[src/rtl/clk_div_bank_if.sv]
// Control and output bundle for clk_div_bank: per-channel enable/load/ratio in,
// divided clocks, tick strobes and pending flags out.
interface clk_div_bank_if #(
   parameter int NCH   = 2,
   parameter int CNT_W = 16
);
   logic [NCH-1:0]       en;
   logic [NCH-1:0]       load;
   logic [NCH*CNT_W-1:0] div_in;
   logic                 sync;
   logic [NCH-1:0]       clk_out;
   logic [NCH-1:0]       tick;
   logic [NCH-1:0]       pend;

   // load is a one-cycle strobe with no ready: the ratio on div_in is taken on
   // every sys_clk edge where load[i] is sampled high, and the newest one wins.
   modport master (output en, load, div_in, sync, input clk_out, tick, pend);
   modport slave  (input en, load, div_in, sync, output clk_out, tick, pend);
endinterface

[src/rtl/clk_div_bank.sv]
// Bank of NCH integer clock dividers with glitch-free runtime ratio changes.
// Define CLK_DIV_BANK_PHASE_ALIGN_EN to let ctl.sync force a common period boundary.
module clk_div_bank #(
   parameter int NCH     = 2,
   parameter int CNT_W   = 16,
   parameter int RST_DIV = 100
) (
   input  logic          sys_clk,
   input  logic          rst_n,
   clk_div_bank_if.slave ctl
);
   localparam logic [CNT_W-1:0] RST_N_ACT = CNT_W'(RST_DIV);
   localparam logic [CNT_W-1:0] RST_CNT   = CNT_W'(RST_DIV - 1);
   localparam logic [CNT_W-1:0] MIN_DIV   = CNT_W'(2);
   localparam logic [CNT_W-1:0] ONE       = CNT_W'(1);

   logic sync_c;
`ifdef CLK_DIV_BANK_PHASE_ALIGN_EN
   assign sync_c = ctl.sync;
`else
   logic unused_sync;
   assign unused_sync = ctl.sync;
   assign sync_c      = 1'b0;
`endif

   logic [NCH-1:0] clk_q;
   logic [NCH-1:0] tick_q;
   logic [NCH-1:0] pend_q;

   for (genvar g = 0; g < NCH; g++) begin : g_ch
      logic [CNT_W-1:0] cnt_r, n_act_r, n_pend_r;
      logic             pend_r, clk_r, tick_r;
      logic [CNT_W-1:0] raw_c, req_c, next_n_c, cnt_inc_c;
      logic [CNT_W:0]   half_c;
      logic             boundary_c;

      always_comb begin
         raw_c      = ctl.div_in[g*CNT_W +: CNT_W];
         req_c      = (raw_c < MIN_DIV) ? MIN_DIV : raw_c;
         // Ratio for a period starting now: a same-edge load beats an older pending one.
         next_n_c   = ctl.load[g] ? req_c : (pend_r ? n_pend_r : n_act_r);
         boundary_c = (cnt_r == n_act_r - ONE);
         half_c     = ({1'b0, n_act_r} + (CNT_W+1)'(1)) >> 1;
         cnt_inc_c  = cnt_r + ONE;
      end

      always_ff @(posedge sys_clk or negedge rst_n) begin
         if (!rst_n) begin
            cnt_r    <= RST_CNT;
            n_act_r  <= RST_N_ACT;
            n_pend_r <= RST_N_ACT;
            pend_r   <= 1'b0;
            clk_r    <= 1'b0;
            tick_r   <= 1'b0;
         end else if (!ctl.en[g]) begin
            // Parked one cycle before a boundary so the first enabled edge starts a period.
            n_act_r <= next_n_c;
            cnt_r   <= next_n_c - ONE;
            pend_r  <= 1'b0;
            clk_r   <= 1'b0;
            tick_r  <= 1'b0;
         end else if (sync_c || boundary_c) begin
            n_act_r <= next_n_c;
            cnt_r   <= '0;
            pend_r  <= 1'b0;
            clk_r   <= 1'b1;
            tick_r  <= 1'b1;
         end else begin
            cnt_r  <= cnt_inc_c;
            clk_r  <= ({1'b0, cnt_inc_c} < half_c);
            tick_r <= 1'b0;
            if (ctl.load[g]) begin
               n_pend_r <= req_c;
               pend_r   <= 1'b1;
            end
         end
      end

      assign clk_q[g]  = clk_r;
      assign tick_q[g] = tick_r;
      assign pend_q[g] = pend_r;
   end

   assign ctl.clk_out = clk_q;
   assign ctl.tick    = tick_q;
   assign ctl.pend    = pend_q;
endmodule

[src/flat_wrapper.sv]
// flat-port wrapper written by rule: the top's interface ports become plain ports
module clk_div_bank_flat 
#(
   parameter int NCH     = 2,
   parameter int CNT_W   = 16,
   parameter int RST_DIV = 100
)
  (sys_clk, rst_n, ctl_en, ctl_load, ctl_div_in, ctl_sync, ctl_clk_out, ctl_tick, ctl_pend);
  clk_div_bank_if #(.NCH(NCH), .CNT_W(CNT_W)) ctl_i ();
  input  logic sys_clk;
  input  logic rst_n;
  input wire logic [$bits(ctl_i.en)-1:0] ctl_en;
  input wire logic [$bits(ctl_i.load)-1:0] ctl_load;
  input wire logic [$bits(ctl_i.div_in)-1:0] ctl_div_in;
  input wire logic [$bits(ctl_i.sync)-1:0] ctl_sync;
  output wire logic [$bits(ctl_i.clk_out)-1:0] ctl_clk_out;
  output wire logic [$bits(ctl_i.tick)-1:0] ctl_tick;
  output wire logic [$bits(ctl_i.pend)-1:0] ctl_pend;
  assign ctl_i.en = ctl_en;
  assign ctl_i.load = ctl_load;
  assign ctl_i.div_in = ctl_div_in;
  assign ctl_i.sync = ctl_sync;
  assign ctl_clk_out = ctl_i.clk_out;
  assign ctl_tick = ctl_i.tick;
  assign ctl_pend = ctl_i.pend;
  clk_div_bank #(.NCH(NCH), .CNT_W(CNT_W), .RST_DIV(RST_DIV)) u_core (.sys_clk(sys_clk), .rst_n(rst_n), .ctl(ctl_i));
endmodule
[config.mk]
export PLATFORM = sky130hd
export DESIGN_NAME = clk_div_bank_flat
export DESIGN_NICKNAME = d
export VERILOG_FILES = /design/src/rtl/clk_div_bank_if.sv /design/src/rtl/clk_div_bank.sv /design/src/flat_wrapper.sv
export SDC_FILE = /design/constraint.sdc
export NUM_CORES = 1
export LEC_CHECK = 0
export BUFFER_PORTS_ARGS = -buffer_cell sky130_fd_sc_hd__buf_2
export CAP_MARGIN = 15
export CORE_MARGIN = 2
export CORE_UTILIZATION = 40
export DETAILED_ROUTE_END_ITERATION = 10
export SYNTH_ARGS = -nofsm -noshare
export SYNTH_HDL_FRONTEND = slang
export SYNTH_SLANG_ARGS = --single-unit
[constraint.sdc]
create_clock -name sys_clk -period 4.2 [get_ports sys_clk]
set_clock_uncertainty 0.15 [all_clocks]
set_input_delay 0.84 -clock sys_clk [delete_from_list [all_inputs] [get_ports sys_clk]]
set_output_delay 0.84 -clock sys_clk [all_outputs]
set_load 0.1 [all_outputs]
# Word-level counts from Yosys, hierarchy flattened
# Cells that the tools add are included.
# totals
ff_bits	102
inputBits	39
out_inout_bits	6
wordCells	62
# op_classes
add_sub_neg	8
magnitude_cmp	4
eq_ne	6
n_mux	28
n_bitwise	2
n_reduce_logical	2
# ops
op	n
$mux W16	14
$sub A16 B1 Y16 const B	4
$add A16 B1 Y17 const B	2
$add A16 B1 Y16 const B	2
$eq A16 B16 Y1	2
$lt A16 B16 Y1	2
$lt A16 B2 Y1 const B	2
$mux W1	14
$ne A3 B1 Y1 const B	2
$reduce_and A3 Y1	2
$ne A2 B1 Y1 const B	2
$not A1 Y1	2

# Longest topological paths before layout
# Gate-level depths: netlist of the first run.
# logic_depth
word_depth	5
mapped_depth	14
depth_no_buf	13

# Worst setup path before layout of the first run
# Ideal clock, no wire load.
# synth_timing
path_type	reg-to-reg
from	reg u_core.g_ch[1].n_act_r[0]
to	reg u_core.g_ch[1].n_act_r[11]
setup_ps	125
t_arrival_ps	3033
t_required_ps	3925
slack_ps	892
path_stages_with_launch	11
path_buffers	1
synth_period_minus_slack_ps	3308
cell_sequence	dfrtp_1 > inv_1 > ha_1 > nor3b_1 > and4_1 > mux2_2 > a31o_2 > a2111o_1 > o21ai_4 > buf_12 > mux2_4
# synth_via
elab_chain_len	3
# synth_lines
element	line	source
start: declaration	clk_div_bank.sv:31	logic [CNT_W-1:0] cnt_r, n_act_r, n_pend_r;
start signal: assignment	clk_div_bank.sv:57	n_act_r <= next_n_c;
start signal: assignment	clk_div_bank.sv:63	n_act_r <= next_n_c;
$sub A16 B1 Y16	clk_div_bank.sv:42	boundary_c = (cnt_r == n_act_r - ONE);
$eq A16 B16 Y1	clk_div_bank.sv:42	
$ne A2 B1 Y1 (no line)	n/a	
# No other way between the ends.
# A chain may end at the register's enable or synchronous reset.

# Final worst setup path of the first run
# layout_timing
from	reg u_core.g_ch[1].n_act_r[0]
to	reg u_core.g_ch[1].n_act_r[4]
# Same word-level chain as after synthesis.

==> summary.log, run 1 <==
INFO  synthesis      synth_top_cells_by_area=sky130_fd_sc_hd__dfrtp_1 (25%), sky130_fd_sc_hd__xnor2_1 (6.9%), sky130_fd_sc_hd__dfstp_2 (6.4%), sky130_fd_sc_hd__mux2_2 (6.2%), sky130_fd_sc_hd__ha_1 (5.8%)
INFO  clocking       tritoncts=built
INFO  setup_path     worstPathArrival=3.68ns
INFO  placed_design  gp_congestion=0.872
INFO  placed_design  dp.final_hpwl=15900um
INFO  synthesis      yosys.area.top_type=sky130_fd_sc_hd__dfrtp_1
INFO  timing         timing.final.max_slew_violations=0
INFO  grt            globalRouteMet3Util=2.89%
INFO  clocking       cts-resized-gates=0
INFO  timing         totalNegativeSetupSlack=0ns
INFO  grt            globalRouteMet1Util=25.2%
INFO  timing         unrepaired_setup_endpoints_after_global_routing=no
INFO  die            initial_utilization=40.5%
INFO  routing        wirelength=21000um
INFO  die            top_level_ports=45
INFO  grt            antenna_violations_before_repair=0
INFO  die            floorplan.core_area=20200um^2
INFO  cells_and_area final_util=43.8%
INFO  power_and_ir_drop cellPowerDensity=411nW/um^2
INFO  synthesis      syn_nets=975
INFO  setup_path     setup.worst_path.class=reg2reg
INFO  die            floorplan.die_area=21600um^2
INFO  setup_path     timing.critical_path.required=4.31ns
INFO  synthesis      post_synth_inst_count=898
INFO  synthesis      post_synth_top_area_share=25.1%
INFO  grt            grt_util_met2=35.6%
INFO  clocking       htreeDepth=3
INFO  setup_path     critPathMaxFanout=18
INFO  grt            grt_pass1_vias=6561
INFO  job            maxCapViolations=0
INFO  outcome        outcome=finished, final reports clean
INFO  routing        route.detailed.drc=0
INFO  grt            groute.usage.overall=20.0%
INFO  synthesis      synth.yosys.warnings=0
INFO  timing         setup-violations-final=0
INFO  clocking       clock_tree.buffer_depth=2
INFO  routing        vias=6624
INFO  synthesis      postSynth.topFlopCell=sky130_fd_sc_hd__dfrtp_1
INFO  routing        drt_pass1_iterations=6
INFO  timing         max-slew-margin-rel=35.5%
INFO  synthesis      post_synthesis_sequential_element_count=102
INFO  synthesis      seq_area_frac_synth=31.6%
INFO  cells_and_area layout-drive-gt1-share=18.6%
INFO  grt            grt_start_max_net_pins=61
INFO  clocking       numCtsBuffers=9
INFO  synthesis      synthArstFlopShare=100%
INFO  routing        final_antenna_net_count=0
INFO  timing         hold_vio_cnt_final=0
INFO  synthesis      synth.avg_cell_area=9.10um^2
INFO  power_and_ir_drop leak_pwr=3.52nW
INFO  routing        initialDrtViolationCount=419
INFO  grt            busiest_layer=met2
INFO  timing         fmax=0.280GHz
INFO  cells_and_area finish.net_count=980
INFO  grt            gr-total-overflow=0
INFO  power_and_ir_drop ir_drop=0.000183V
INFO  clocking       root_buffer=sky130_fd_sc_hd__clkbuf_16
INFO  clocking       post-cts-setup-buffer-count=0
INFO  cells_and_area layout_commonest_cell=sky130_fd_sc_hd__dfrtp_1
INFO  hold_path      timing.hold.worst.class=reg2reg
INFO  placed_design  buffer_ports.inserted=43
INFO  cells_and_area syn_to_final_growth=8.13%
INFO  timing         final_min_period_over_clock_period=85.0%
INFO  cells_and_area antenna-diode-count=0
INFO  clocking       worstSkewPairLatency=0.37ns
INFO  setup_path     setup.worst_path.start_class=flip-flop
INFO  timing         post_route_minimum_period=3.57ns
INFO  cells_and_area top_library_cells_by_usage_in_the_layout_fill_and_taps_aside=sky130_fd_sc_hd__dfrtp_1 (82), sky130_fd_sc_hd__nand2_1 (77), sky130_fd_sc_hd__xnor2_1 (64)
INFO  synthesis      synth.cell_area=8170um^2
INFO  synthesis      synthDistinctLibCells=76
INFO  clocking       cts.reportedPaths.clkPinSlew=0.08ns
INFO  synthesis      synth-edff-count=0
INFO  grt            first_pass_grt_wire_length=34500um
INFO  routing        wire_per_inst=17.8um
INFO  die            die_y=147um
INFO  die            chipWidth=147um
INFO  clocking       postCtsHoldBufs=0
INFO  routing        route.detailed.vias_per_inst=5.62
INFO  clocking       cts_sinks=102
INFO  setup_path     worstSetupEndpointType=flip-flop
INFO  die            placement_rows=52
INFO  setup_path     ff2ff_setup_slack=0.63ns
INFO  timing         worst_pin_slew=0.968ns
==> cell type report <==
type	instances	area [um^2]
clock buffers	9	225
clock inverters	7	83.8
fillers	1989	11300
inverters	24	90.1
multi-input cells	705	5170
flip-flops and latches	102	2580
well taps	270	338
repair buffers	61	353
==> worst paths after layout <==
| check | from | endpoint | depth (start not counted) |
|---|---|---|---|
| max | u_core.g_ch[1].n_act_r[0] | u_core.g_ch[1].n_act_r[4] | 11 |
| min | u_core.g_ch[1].n_pend_r[3] | u_core.g_ch[1].n_pend_r[3] | 1 |
| max reg2reg | u_core.g_ch[1].n_act_r[0] | u_core.g_ch[1].n_act_r[4] | 11 |
| min reg2reg | u_core.g_ch[1].n_pend_r[3] | u_core.g_ch[1].n_pend_r[3] | 1 |
| max in group asynchronous | rst_n | u_core.g_ch[1].cnt_r[0] | 2 |
| min in group asynchronous | rst_n | u_core.g_ch[0].n_pend_r[1] | 1 |
==> metal layers <==
layer,up-vias,wire [um]
li1,3275,-
met1,3204,9310
met2,123,10600
met3,22,671
met4,0,431
met5,-,0
==> synth_stat cells (3+ instances only) <==
library cell                count
sky130_fd_sc_hd__dfrtp_1       82
sky130_fd_sc_hd__nand2_1       77
sky130_fd_sc_hd__xnor2_1       64
sky130_fd_sc_hd__o21ai_0       58
sky130_fd_sc_hd__nor2_1        49
sky130_fd_sc_hd__xor2_1        47
sky130_fd_sc_hd__mux2_2        45
sky130_fd_sc_hd__mux2i_1       40
sky130_fd_sc_hd__ha_1          38
sky130_fd_sc_hd__clkbuf_1      34
sky130_fd_sc_hd__nand3_1       32
sky130_fd_sc_hd__nand4_1       25
sky130_fd_sc_hd__nor4_1        24
sky130_fd_sc_hd__inv_1         23
sky130_fd_sc_hd__a21oi_1       20
sky130_fd_sc_hd__dfstp_2       20
sky130_fd_sc_hd__nor3_1        19
sky130_fd_sc_hd__buf_2         15
sky130_fd_sc_hd__o211ai_1      13
sky130_fd_sc_hd__and3_1        12
sky130_fd_sc_hd__nand2b_1      12
sky130_fd_sc_hd__o22ai_1       11
sky130_fd_sc_hd__a21o_1         9
sky130_fd_sc_hd__buf_4          9
sky130_fd_sc_hd__a31o_2         7
sky130_fd_sc_hd__o21a_1         7
sky130_fd_sc_hd__buf_1          6
sky130_fd_sc_hd__a41oi_1        5
sky130_fd_sc_hd__and4_1         5
sky130_fd_sc_hd__or3_1          5
sky130_fd_sc_hd__a2111oi_0      4
sky130_fd_sc_hd__a211oi_1       4
sky130_fd_sc_hd__a22o_1         4
sky130_fd_sc_hd__mux2_4         4
sky130_fd_sc_hd__nor2b_1        4
sky130_fd_sc_hd__o31ai_1        4
sky130_fd_sc_hd__a31oi_1        3
sky130_fd_sc_hd__and2_1         3
sky130_fd_sc_hd__mux2_1         3
sky130_fd_sc_hd__nand3b_1       3
sky130_fd_sc_hd__or4_4          3
==> registers in the layout (all words and copies together) (netlist names) <==
signal                count
u_core.g_ch.n_pend_r     32
u_core.g_ch.pend_r        2
u_core.g_ch.cnt_r        32
u_core.g_ch.n_act_r      32
u_core.g_ch.tick_r        2
u_core.g_ch.clk_r         2
==> stage by stage <==
stage / instance area, um^2 / setup slack [ns] / instances / hold WS, ns / total power, mW
2_1_floorplan: 8170 / 0.892 / 898 / 0.330 / 2.41
3_3_place_gp: 8520 / 0.704 / 1162 / 0.340 / 2.72
3_5_place_dp: 8520 / 0.664 / 1162 / 0.346 / 2.74
4_1_cts: 8830 / 0.647 / 1178 / 0.364 / 3.65
5_1_grt: 8830 / 0.499 / 1178 / 0.373 / 3.87
6_report: 8830 / 0.631 / 1178 / 0.362 / 3.63
==> cells by family (layout without fill, tap and decap cells) <==
logic type               Yosys count  count (layout)  share of synthesized area (%)
multiplexers                      92              92                           12.3
flip-flops                       102             102                           31.6
buffers and inverters             91             101                           5.21
AND/OR/NAND/NOR                  288             288                           18.5
XOR/XNOR                         111             111                           11.9
adder cells (fa/ha/maj)           38              38                           5.82
AO/OA/AOI/OAI                    176             176                           14.8
==> report_power, final <==
part	internal, mW	leakage, nW	switching (mW)
Combinational	0.578	2.16	0.687
Clock	0.430	0.151	0.464
Sequential	1.17	1.21	0.304
==> worst max-delay path: stages (launching register included) <==
cell and delay [ns]:
sky130_fd_sc_hd__dfrtp_1 0.48, sky130_fd_sc_hd__inv_1 0.12, sky130_fd_sc_hd__ha_1 0.23, sky130_fd_sc_hd__nor3b_1 0.20, sky130_fd_sc_hd__buf_4 0.16, sky130_fd_sc_hd__and4_1 0.27, sky130_fd_sc_hd__mux2_2 0.35, sky130_fd_sc_hd__a31o_2 0.27
sky130_fd_sc_hd__a2111o_1 0.42, sky130_fd_sc_hd__o21ai_4 0.13, sky130_fd_sc_hd__buf_4 0.31, sky130_fd_sc_hd__mux2_2 0.37
Note: power is estimated with default switching activity, not from simulation.
==> run 2, diff against run 1 <==
==> constraint.sdc (replaced) <==
create_clock -name sys_clk -period 3.1 [get_ports sys_clk]
set_clock_uncertainty 0.15 [all_clocks]
set_input_delay 0.62 -clock sys_clk [delete_from_list [all_inputs] [get_ports sys_clk]]
set_output_delay 0.62 -clock sys_clk [all_outputs]
set_load 0.1 [all_outputs]
==> run 2 against run 1 <==
Effect of this change:
- final cell count up 8.9%
- first-iteration DRC count decreased by 9.5%
- via count is 6.5% higher
- non-clock buffer count rose by 105
- combinational power increased by 78%
- hold slack lost 0.27 ns
- critical path depth fell by 1
- global-route usage increased by 1.2 points
- largest cell class unchanged
- largest power group is now combinational logic
==> summary.log, run 2 (synthesis gave the netlist of run 1 again) <==
INFO  setup_path     setup.worst_path.start_class=flip-flop
INFO  cells_and_area final_util=49.1%
INFO  cells_and_area finish.instance_area=9910um^2
INFO  die            floorplan.core_area=20200um^2
INFO  grt            first_pass_grt_wire_length=36500um
INFO  routing        wirelength=22700um
INFO  cells_and_area syn_to_final_growth=21.3%
INFO  placed_design  post_dp_cell_area=9300um^2
INFO  setup_path     crit_chain=inv_2 -> ha_4 -> nor3b_4 -> and4_4 -> mux2_4 -> a31o_4 -> a2111o_1 -> o21ai_4 -> buf_12 -> mux2_2
INFO  timing         unrepaired_setup_endpoints_after_global_routing=yes
INFO  die            placement_rows=52
INFO  cells_and_area finish.net_count=1085
INFO  setup_path     path_depth_of_the_worst_reg2reg_path=10
INFO  routing        final_antenna_net_count=0
INFO  clocking       numCtsBuffers=9
INFO  routing        route.detailed.vias_per_inst=5.50
INFO  clocking       clock_tree.buffer_depth=2
INFO  clocking       htreeDepth=3
INFO  routing        wire_per_inst=17.7um
INFO  setup_path     critical_path.top_delay_family=compound AO/OA/AOI/OAI gates
INFO  setup_path     critPathMaxFanout=14
INFO  timing         max-slew-margin-rel=55.7%
INFO  timing         hold_vio_cnt_final=0
INFO  setup_path     max_stage_delay=0.43ns
INFO  routing        route.detailed.drc=0
INFO  setup_path     timing.critical_path.buf_inv=2
INFO  power_and_ir_drop cellPowerDensity=545nW/um^2
INFO  placed_design  dpl_worst_slack=-0.0560ns
INFO  cells_and_area top_library_cells_by_usage_in_the_layout_fill_and_taps_aside=sky130_fd_sc_hd__buf_4 (112), sky130_fd_sc_hd__dfrtp_1 (79), sky130_fd_sc_hd__nand2_1 (77)
INFO  cells_and_area reg_top3=u_core.g_ch.cnt_r x32, u_core.g_ch.n_act_r x32, u_core.g_ch.n_pend_r x32
INFO  setup_path     timing.critical_path.required=3.20ns
INFO  power_and_ir_drop ir_drop=0.000259V
INFO  outcome        outcome=finished, final reports clean
INFO  setup_path     cp.depth=10
INFO  die            chipWidth=147um
INFO  power_and_ir_drop leak_pwr=4.11nW
INFO  timing         setup-violations-final=0
INFO  routing        drt_pass1_iterations=4
INFO  timing         post_route_minimum_period=3.07ns
INFO  cells_and_area layout-drive-gt1-share=29.5%
INFO  timing         worst_pin_slew=0.658ns
INFO  cells_and_area antenna-diode-count=0
INFO  clocking       cts_sinks=102
INFO  clocking       cts.reportedPaths.clkPinSlew=0.08ns
INFO  timing         post-route-worst-setup-slack=0.0260ns
INFO  setup_path     critical_path.slowest_cell=sky130_fd_sc_hd__a2111o_1
INFO  setup_path     worstSetupEndpointType=flip-flop
INFO  timing         final_min_period_over_clock_period=99.2%
INFO  grt            grt_start_max_net_pins=41
INFO  clocking       worstSkewPairLatency=0.36ns
INFO  timing         timing.final.max_slew_violations=0
INFO  die            top_level_ports=45
INFO  placed_design  dp.final_hpwl=17600um
INFO  clocking       root_buffer=sky130_fd_sc_hd__clkbuf_16
INFO  routing        vias=7057
INFO  cells_and_area post_layout_instance_count_excluding_filler_cells=1283
INFO  clocking       tritoncts=built
INFO  setup_path     worstPathArrival=3.17ns
INFO  placed_design  gp_congestion=0.901
INFO  die            floorplan.die_area=21600um^2
INFO  cells_and_area layout_commonest_cell=sky130_fd_sc_hd__buf_4
INFO  placed_design  buffer_ports.inserted=43
INFO  placed_design  number_of_placed_cells_counting_well_taps=1252
INFO  timing         fmax=0.325GHz
INFO  grt            gr-total-overflow=0
INFO  die            die_y=147um
INFO  hold_path      timing.hold.worst.class=in2async
INFO  routing        initialDrtViolationCount=379
INFO  grt            antenna_violations_before_repair=0
INFO  die            initial_utilization=40.5%
INFO  grt            grt_pass1_vias=6891
INFO  grt            groute.usage.overall=21.3%
INFO  setup_path     setup.worst_path.class=reg2reg
INFO  job            maxCapViolations=0
==> run 2: path summary, 6_finish.rpt <==
check	from	endpoint	slack [ns]
worst min-delay path	rst_n	u_core.g_ch[0].cnt_r[4]	0.09
max in group asynchronous	rst_n	u_core.g_ch[1].cnt_r[0]	1.91
worst min register to register	u_core.g_ch[0].n_pend_r[9]	u_core.g_ch[0].n_pend_r[9]	0.36
worst max register to register	u_core.g_ch[1].n_act_r[0]	u_core.g_ch[1].n_act_r[4]	0.03
worst max-delay path	u_core.g_ch[1].n_act_r[0]	u_core.g_ch[1].n_act_r[4]	0.03
min in group sys_clk	u_core.g_ch[0].n_pend_r[9]	u_core.g_ch[0].n_pend_r[9]	0.36
==> run 2: final cells by class <==
class / count / area [um^2]
sequential: 102 / 2580
inverter: 24 / 90.1
timing repair buffer: 166 / 1240
clock inverter: 6 / 93.8
multi-input combinational: 705 / 5320
clock buffer: 10 / 239
tap: 270 / 338
fill: 1940 / 10300
==> run 2: timing repair <==
item | 4_1_cts | 5_1_grt
pin swaps | 4 | 7
hold buffers | 0 | 0
buffers inserted | 3 | 11
gates cloned | 0 | 1
hold endpoints to repair | 0 | 0
resized for setup | 5 | 27
endpoints found under the setup margin | 9 | 58
==> run 2: worst reg2reg max path, cell delays in order (launching register included) <==
cell	delay, ns
sky130_fd_sc_hd__dfrtp_2	0.42
sky130_fd_sc_hd__inv_2	0.08
sky130_fd_sc_hd__ha_4	0.14
sky130_fd_sc_hd__nor3b_4	0.19
sky130_fd_sc_hd__and4_4	0.28
sky130_fd_sc_hd__mux2_4	0.31
sky130_fd_sc_hd__a31o_4	0.23
sky130_fd_sc_hd__a2111o_1	0.43
sky130_fd_sc_hd__o21ai_4	0.21
sky130_fd_sc_hd__buf_12	0.17
sky130_fd_sc_hd__mux2_2	0.34
==> run 2: routing by layer <==
metal / track usage [%] / up-vias / part of all wire (%)
met2: 38.0 / 123 / 52
met4: 6.49 / 0 / 2.5
met3: 3.45 / 31 / 2.8
met1: 26.4 / 3419 / 43
met5: 0 / - / 0
li1: - / 3484 / -
==> run 2: metrics by stage <==
step	setup TNS [ns]	hold WS, ns	total power [mW]
floorplan	-0.361	0.174	3.28
global placement	-0.970	0.340	3.98
global route	-0.235	0.119	5.76
finish	0	0.0906	5.40
detailed placement	-0.123	0.345	4.00
CTS	0	0.108	5.33
==> run 2: report_power, final <==
part	switching (mW)	internal [mW]
sequential	0.262	1.58
clock	0.557	0.737
combinational	1.19	1.06
